**src/rtl/pc_redirect_ctrl.sv**
```systemverilog
`default_nettype none
// ============================================================================
//  pc_redirect_ctrl : fetch PC owner; sequences EX redirects, load-use stalls
//                     and wrong-path squashing for the 5-stage pipeline.
//  Revision : 1.0 - initial release
// ============================================================================
module pc_redirect_ctrl #(
  parameter logic [31:0] RESET_PC     = 32'h0000_0000,
  parameter logic [31:0] EXC_VECTOR   = 32'h0000_0180,
  parameter int unsigned FLUSH_CYCLES = 2
) (
  input  logic        clk,
  input  logic        rst_n,
  input  logic        stall_in,
  input  logic        br_valid,
  input  logic        br_taken,
  input  logic [31:0] br_target,
  output logic [31:0] pc,
  output logic        pc_hold,
  output logic        flush_ifid,
  output logic        flush_idex,
  output logic        addr_err,
  output logic [15:0] redirect_cnt
);

  typedef enum logic [0:0] {
    ST_RUN   = 1'b0,
    ST_FLUSH = 1'b1
  } state_t;

  localparam logic [2:0] FLUSH_INIT  = 3'(FLUSH_CYCLES - 1);
  localparam bit         MULTI_FLUSH = (FLUSH_CYCLES > 1);

  state_t      state;
  logic [2:0]  cnt;

  logic        redirect;
  logic        misaligned;
  logic [31:0] pc_seq;
  logic [31:0] redirect_pc;
  logic [15:0] redirect_cnt_next;

  assign redirect          = br_valid & br_taken;
  assign misaligned        = |br_target[1:0];
  assign pc_seq            = pc + 32'd4;
  assign redirect_pc       = misaligned ? EXC_VECTOR : br_target;
  assign redirect_cnt_next = (redirect_cnt == 16'hFFFF) ? redirect_cnt
                                                        : redirect_cnt + 16'd1;

  // A taken redirect squashes the stalled younger instruction, so it wins.
  assign pc_hold = stall_in & (state == ST_RUN) & ~redirect;

  always_ff @(posedge clk or negedge rst_n) begin
    if (!rst_n) begin
      state        <= ST_RUN;
      cnt          <= 3'd0;
      pc           <= RESET_PC;
      flush_ifid   <= 1'b0;
      flush_idex   <= 1'b0;
      addr_err     <= 1'b0;
      redirect_cnt <= 16'd0;
    end else begin
      case (state)
        ST_RUN: begin
          if (redirect) begin
            pc           <= redirect_pc;
            flush_ifid   <= 1'b1;
            flush_idex   <= 1'b1;
            cnt          <= FLUSH_INIT;
            redirect_cnt <= redirect_cnt_next;
            if (misaligned) begin
              addr_err <= 1'b1;
            end
            state <= MULTI_FLUSH ? ST_FLUSH : ST_RUN;
          end else if (stall_in) begin
            flush_ifid <= 1'b0;
            flush_idex <= 1'b1;
          end else begin
            pc         <= pc_seq;
            flush_ifid <= 1'b0;
            flush_idex <= 1'b0;
          end
        end
        ST_FLUSH: begin
          // Everything arriving now is wrong-path; keep fetching sequentially.
          pc         <= pc_seq;
          flush_ifid <= 1'b1;
          flush_idex <= 1'b1;
          cnt        <= cnt - 3'd1;
          if (cnt == 3'd1) begin
            state <= ST_RUN;
          end
        end
      endcase
    end
  end

endmodule
`default_nettype wire

```
**config.mk**
```make
export PLATFORM = sky130hd
export DESIGN_NAME = pc_redirect_ctrl
export DESIGN_NICKNAME = d
export VERILOG_FILES = /design/src/rtl/pc_redirect_ctrl.sv
export SDC_FILE = /design/constraint.sdc
export NUM_CORES = 1
export LEC_CHECK = 0
export CORE_MARGIN = 2
export CORE_UTILIZATION = 52
export DETAILED_ROUTE_END_ITERATION = 12
export HOLD_SLACK_MARGIN = 0.02
export PLACE_DENSITY_LB_ADDON = 0.3
export SYNTH_ARGS = -nofsm -noshare
export SYNTH_HDL_FRONTEND = slang
export SYNTH_SLANG_ARGS = --single-unit
```
**constraint.sdc**
```tcl
create_clock -name clk -period 2.84 [get_ports clk]
set_input_delay 0.426 -clock clk [delete_from_list [all_inputs] [get_ports clk]]
set_output_delay 0.426 -clock clk [all_outputs]
set_load 0.02 [all_outputs]
```
; ---- After elaboration in Yosys (flattened, before gate mapping)
; Cells that the tools add are included.
; W data, S select, Z words.
[classes]
addsub = 3
reduce_logical = 3
eq_ne = 4
mux = 13
bitwise_logic = 6
[ops]
columns = cell, n
row1 = $mux W32, 3
row2 = $pmux W32 S2, 1
row3 = $add A32 B3 Y32 const B, 1
row4 = $add A16 B1 Y16 const B, 1
row5 = $eq A16 B16 Y1 const B, 1
row6 = $pmux W1 S2, 3
row7 = $pmux W3 S2, 1
row8 = $reduce_and A3 Y1, 2
row9 = $mux W1, 4
row10 = $and A1 B1 Y1, 3
row11 = $eq A3 B1 Y1 const B, 1
row12 = $mux W3, 1
row13 = $ne A3 B3 Y1 const B, 1
row14 = $not A1 Y1, 3
row15 = $sub A3 B1 Y3 const B, 1
row16 = $ne A2 B2 Y1 const B, 1
row17 = $reduce_or A2 Y1, 1
[totals]
inputBits = 37
wordCells = 36
ff_bits = 55
output_inout_bits = 52

; ---- Logic depth before layout (Yosys ltp)
[depth]
word_depth = 4
ltp_mapped = 8
depth_no_buf = 6

; ---- Worst setup path after synthesis
; OpenSTA, ideal clock, no wires.
[synth_timing]
path_kind = register to register
startpoint = register pc[2]
endpoint = register pc[18]
t_required_ns = 2.698
setup_time_ns = 0.142
path_buffers = 1
slack_ns = 1.097
arrival_ns = 1.601
stages_incl_launch_ff = 8
synth_period_minus_slack_ns = 1.743
cell_sequence = dfrtp_1 ha_1 nand3_1 nor4_4 buf_6 nand3_2 nand3_1 o311ai_2
[synth_via]
elab_chain_cells = 4
[synth_rtl]
columns = item, line_no
row1 = from (decl), 18  ; output logic [31:0] pc,
row2 = from (signal assigned), 66  ; pc <= redirect_pc;
row3 = from (signal assigned), 79  ; pc <= pc_seq;
row4 = from (signal assigned), 86  ; pc <= pc_seq;
row5 = $add A32 B3 Y32 *, 45  ; assign pc_seq = pc + 32'd4;
row6 = $mux W32, 75  ; end else if (stall_in) begin
row7 = $mux W32, 65  ; if (redirect) begin
row8 = $pmux W32 S2 *, 63  ; case (state)
; Mark *: on every way between the ends. The rest lies on a longest branch, timed or not. The select of a mux whose other input is x is not followed.
; A chain may end at the register's enable or synchronous reset.

; ---- Final worst setup path
[layout_timing]
startpoint = input port br_valid
endpoint = output port pc_hold
[layout_via]
elab_chain_cells = 3
[layout_rtl]
columns = item, line_no
row1 = from (decl), 15  ; input logic br_valid,
row2 = $and A1 B1 Y1, 43  ; assign redirect = br_valid & br_taken;
row3 = $not A1 Y1, 51  ; assign pc_hold = stall_in & (state == ST_RUN) & ~redirect;
row4 = $and A1 B1 Y1, 51
row5 = to (decl), 19  ; output logic pc_hold,
; No other way between the ends.

==> out/qor_table.md <==
| Item | Reported | Unit |
|---|---|---|
| Max-cap viol count | 0 | - |
| Syn_nets | 377 | - |
| Number of DRC markers in iteration 0 | 191 | - |
| Setup crit end kind | output port | - |
| Skew-Pair Late Insertion Delay | 0.31 | ns |
| Area growth, synth to finish | 33.8 | % |
| Max-slew violation count | 0 | - |
| Final design utilization | 71.5 | % |
| Worst ir drop on vdd | 0.544 | mV |
| Flip-flop and latch count after synthesis | 55 | - |
| Final Non-Filler Cells | 502 | - |
| Diode count | 0 | - |
| Number of setup buffers added after CTS | 0 | - |
| Global-route wire length before repair | 13.6 | mm |
| Longest individual stage delay on the worst path | 0.60 | ns |
| Synth area leader | sky130_fd_sc_hd__dfrtp_1 | - |
| Slew HR | 52.4 | % |
| EDFF count, synth | 0 | - |
| Fill cell instance count of the final layout | 447 | - |
| Fin crit share | 83.5 | % |
| Type of the most critical hold path | input port to async pin | - |
| Final non-filler cell area | 0.00419 | mm^2 |
| Die Area | 0.00665 | mm^2 |
| Core footprint | 0.00585 | mm^2 |
| Post-DRT Antenna Nets | 0 | - |
| DIE WIDTH | 81.6 | um |
| Number of warnings issued by yosys | 0 | - |
| Number of nets at the end of the flow | 467 | - |
| Root buffer cell | sky130_fd_sc_hd__clkbuf_8 | - |
| Switching power of the nets | 1.48 | mW |
| Clock tree from TritonCTS | done | - |
| Residual DRC | 0 | - |
| Min Tclk post-route | 2.37 | ns |
| Initial Util | 53.5 | % |
| Unrepaired setup endpoints after global routing | no | - |
| Number of iterations in the first detailed-routing pass | 5 | - |
| Critical Path AT | 1.94 | ns |
| Worst setup slack after layout | 0.470 | ns |
| PwrDens | 818 | mW/mm^2 |
| Most frequent CP cell | sky130_fd_sc_hd__clkdlybuf4s50_1 | - |
| Critical path class | input port to output port | - |
| HPWL Detailed | 6.03 | mm |
| Count of final hold-check violations | 0 | - |
| Pre-CTS setup slack | 0.484 | ns |
| Placed inst area | 0.00409 | mm^2 |
| Input/output buffers | 88 | - |
| Layout cell share with drive strength beyond 1 | 9.84 | % |
| Top flip-flop cell by instance count after synthesis | sky130_fd_sc_hd__dfrtp_1 | - |
| Max clock buf depth | 2 | - |
| CP Cell Sequence | clkdlybuf4s50_1 -> a21oi_1 -> nand2_2 -> inv_2 -> clkdlybuf4s50_1 | - |
| GRT Total Usage | 26.5 | % |
| Sw Ratio | 43.2 | % |
| Static power due to leakage | 1.68 | nW |
| Comb pwr share | 45.7 | % |
| Global placer's final weighted congestion | 0.877 | - |
| Transition at the pin with the smallest max-transition slack | 0.709 | ns |
| Library cells used by synthesis | 62 | - |
| Maximum operating frequency | 422 | MHz |
| Top cell type's share of synthesized area | 44.0 | % |
| Number of cells on the worst reg-to-reg path | 6 | - |
| Standard-cell rows | 28 | - |
| Overall via count from detail_route | 3010 | - |
| Number of clock buffers inserted by TritonCTS | 5 | - |
| Final routed wirelength across all metal layers | 8.32 | mm |
| Floorplan die height | 81.6 | um |
| Mean instance size in the synthesized netlist | 9.31 | um^2 |
| Setup violations, final | 0 | - |
| Cell types with the largest area share after synthesis | sky130_fd_sc_hd__dfrtp_1, sky130_fd_sc_hd__nand2_1, sky130_fd_sc_hd__nor2_1 | - |
| Total placed cells including tap cells | 494 | - |
| Routed wire per std cell | 16.6 | um |
| Clock-pin slew on the worst setup and hold paths | 0.11 | ns |
| Crit Path Max Fanout | 6 | - |
| Required time worst endpoint | 2.41 | ns |
| Sinks on Clock Net | 55 | - |
| Sequential Power Share | 41.2 | % |
| H-Tree Level Count | 2 | - |
| Overall power of the completed layout | 3.42 | mW |
| Quantity of hold-fixing buffers added after cts | 0 | - |
| Fin Clk Skew | 0.00838 | ns |
| Run status | finished clean | - |
| CTS resizes | 0 | - |
| Total congestion overflow after global routing | 0 | - |
| Internal | 1.94 | mW |
| Relative contribution of the clock network to total power | 13.2 | % |
| Pin count of the biggest net entering global routing | 56 | - |
| Slowest cell on the critical path | sky130_fd_sc_hd__clkdlybuf4s50_1 | - |
| Fraction of registers with async set/reset | 100 | % |
| Type of origin of the critical path | input port | - |
| Number of top-level pins | 89 | - |
| Via count of the first global-routing pass | 2951 | - |
| Vias per inst | 6.00 | - |
| Antenna violations before repair | 0 | - |
| Setup_tns | 0 | ns |
| Register area share after synthesis | 44.0 | % |
| Gate count after technology mapping | 336 | - |
| Final hold slack | 0.228 | ns |
| Post-Synthesis Cell Area | 0.00313 | mm^2 |
[synth_stat cells (all sizes together) (2+ instances only)]
library cell,instances
a22oi,10
nor4,5
or3,3
nand4,16
nand2b,3
o311ai,4
nor3,9
inv,13
mux2,3
dfrtp,55
clkbuf,6
xnor2,9
o21ai,29
and2,3
a31oi,5
o22ai,3
or2,2
nand2,33
o211ai,3
nor2,31
a32oi,3
ha,4
and4,2
xor2,6
mux2i,2
buf,7
and3,7
a21oi,19
nand3,25
[flip-flops by register name, summed over array words and instances, names as in the netlist]
signal	cells
redirect_cnt	16
flush_idex	1
flush_ifid	1
pc	32
cnt	3
state	1
addr_err	1
[placed cells by master (no fill, tap or decap), types with 6 or more instances in the layout]
cell / count
sky130_fd_sc_hd__clkdlybuf4s50_1: 87
sky130_fd_sc_hd__dfrtp_1: 55
sky130_fd_sc_hd__nand2_1: 32
sky130_fd_sc_hd__nor2_1: 30
sky130_fd_sc_hd__nand3_1: 22
sky130_fd_sc_hd__o21ai_0: 22
sky130_fd_sc_hd__a21oi_1: 19
sky130_fd_sc_hd__nand4_1: 13
sky130_fd_sc_hd__inv_1: 12
sky130_fd_sc_hd__a22oi_1: 10
sky130_fd_sc_hd__xnor2_1: 9
sky130_fd_sc_hd__buf_4: 8
sky130_fd_sc_hd__and3_1: 7
sky130_fd_sc_hd__o21ai_1: 7
sky130_fd_sc_hd__xor2_1: 6
sky130_fd_sc_hd__nor3_1: 6
[worst max-delay path, delay by kind of cell]
family	cells	cell delay [ns]
buffers and inverters	3	1.16
AO/OA/AOI/OAI	1	0.25
AND/OR/NAND/NOR	1	0.10
[routing by layer]
metal  GRT usage, %  vias up  part of all wire, %
li1               -     1406                    -
met1           33.8     1442                   41
met2           45.2      140                   50
met3           4.51       22                  7.1
met4           9.66        0                  2.1
met5              0        -                    0
[power by group through the flow]
stage                     Combinational [mW]  Sequential (mW)  Clock, mW
after floorplan                        0.626             1.60          0
after global placement                  1.52             1.40          0
after detailed placement                1.56             1.41          0
after CTS                               1.57             1.40      0.461
after global routing                    1.71             1.45      0.487
final                                   1.56             1.41      0.452
[cell type report]
cell class | count | area, um^2 | share of cell area (%)
clock buffers | 5 | 68.8 | 1.64
inverters | 13 | 48.8 | 1.17
repair buffers | 96 | 936 | 22.4
flip-flops and latches | 55 | 1380 | 32.9
well taps | 75 | 93.8 | 2.24
clock inverters | 3 | 25.0 | 0.598
multi-input cells | 255 | 1640 | 39.1
[logic make-up (layout without fill, tap and decap cells)]
kind of cell | after synthesis | in the layout | synth area share (%)
AND/OR/NAND/NOR | 145 | 145 | 26.8
XOR/XNOR | 15 | 15 | 4.20
multiplexers | 5 | 5 | 1.72
AO/OA/AOI/OAI | 86 | 86 | 18.0
buffers and inverters | 26 | 117 | 3.68
flip-flops | 55 | 55 | 44.0
adder cells (fa/ha/maj) | 4 | 4 | 1.60
[final timing paths]
| path | start | to | slack, ns |
|---|---|---|---|
| worst min register to register | addr_err$_DFFE_PN0P_ | addr_err$_DFFE_PN0P_ | 0.48 |
| min in group clk | addr_err$_DFFE_PN0P_ | addr_err$_DFFE_PN0P_ | 0.48 |
| worst min-delay path | rst_n | redirect_cnt[10]$_DFFE_PN0P_ | 0.23 |
| worst max-delay path | br_valid | pc_hold | 0.47 |
| worst max register to register | pc[2]$_DFFE_PN0N_ | pc[20]$_DFFE_PN0N_ | 0.76 |
| max in group asynchronous | rst_n | pc[27]$_DFFE_PN0N_ | 2.13 |
Power figures use the tool's default switching activity.
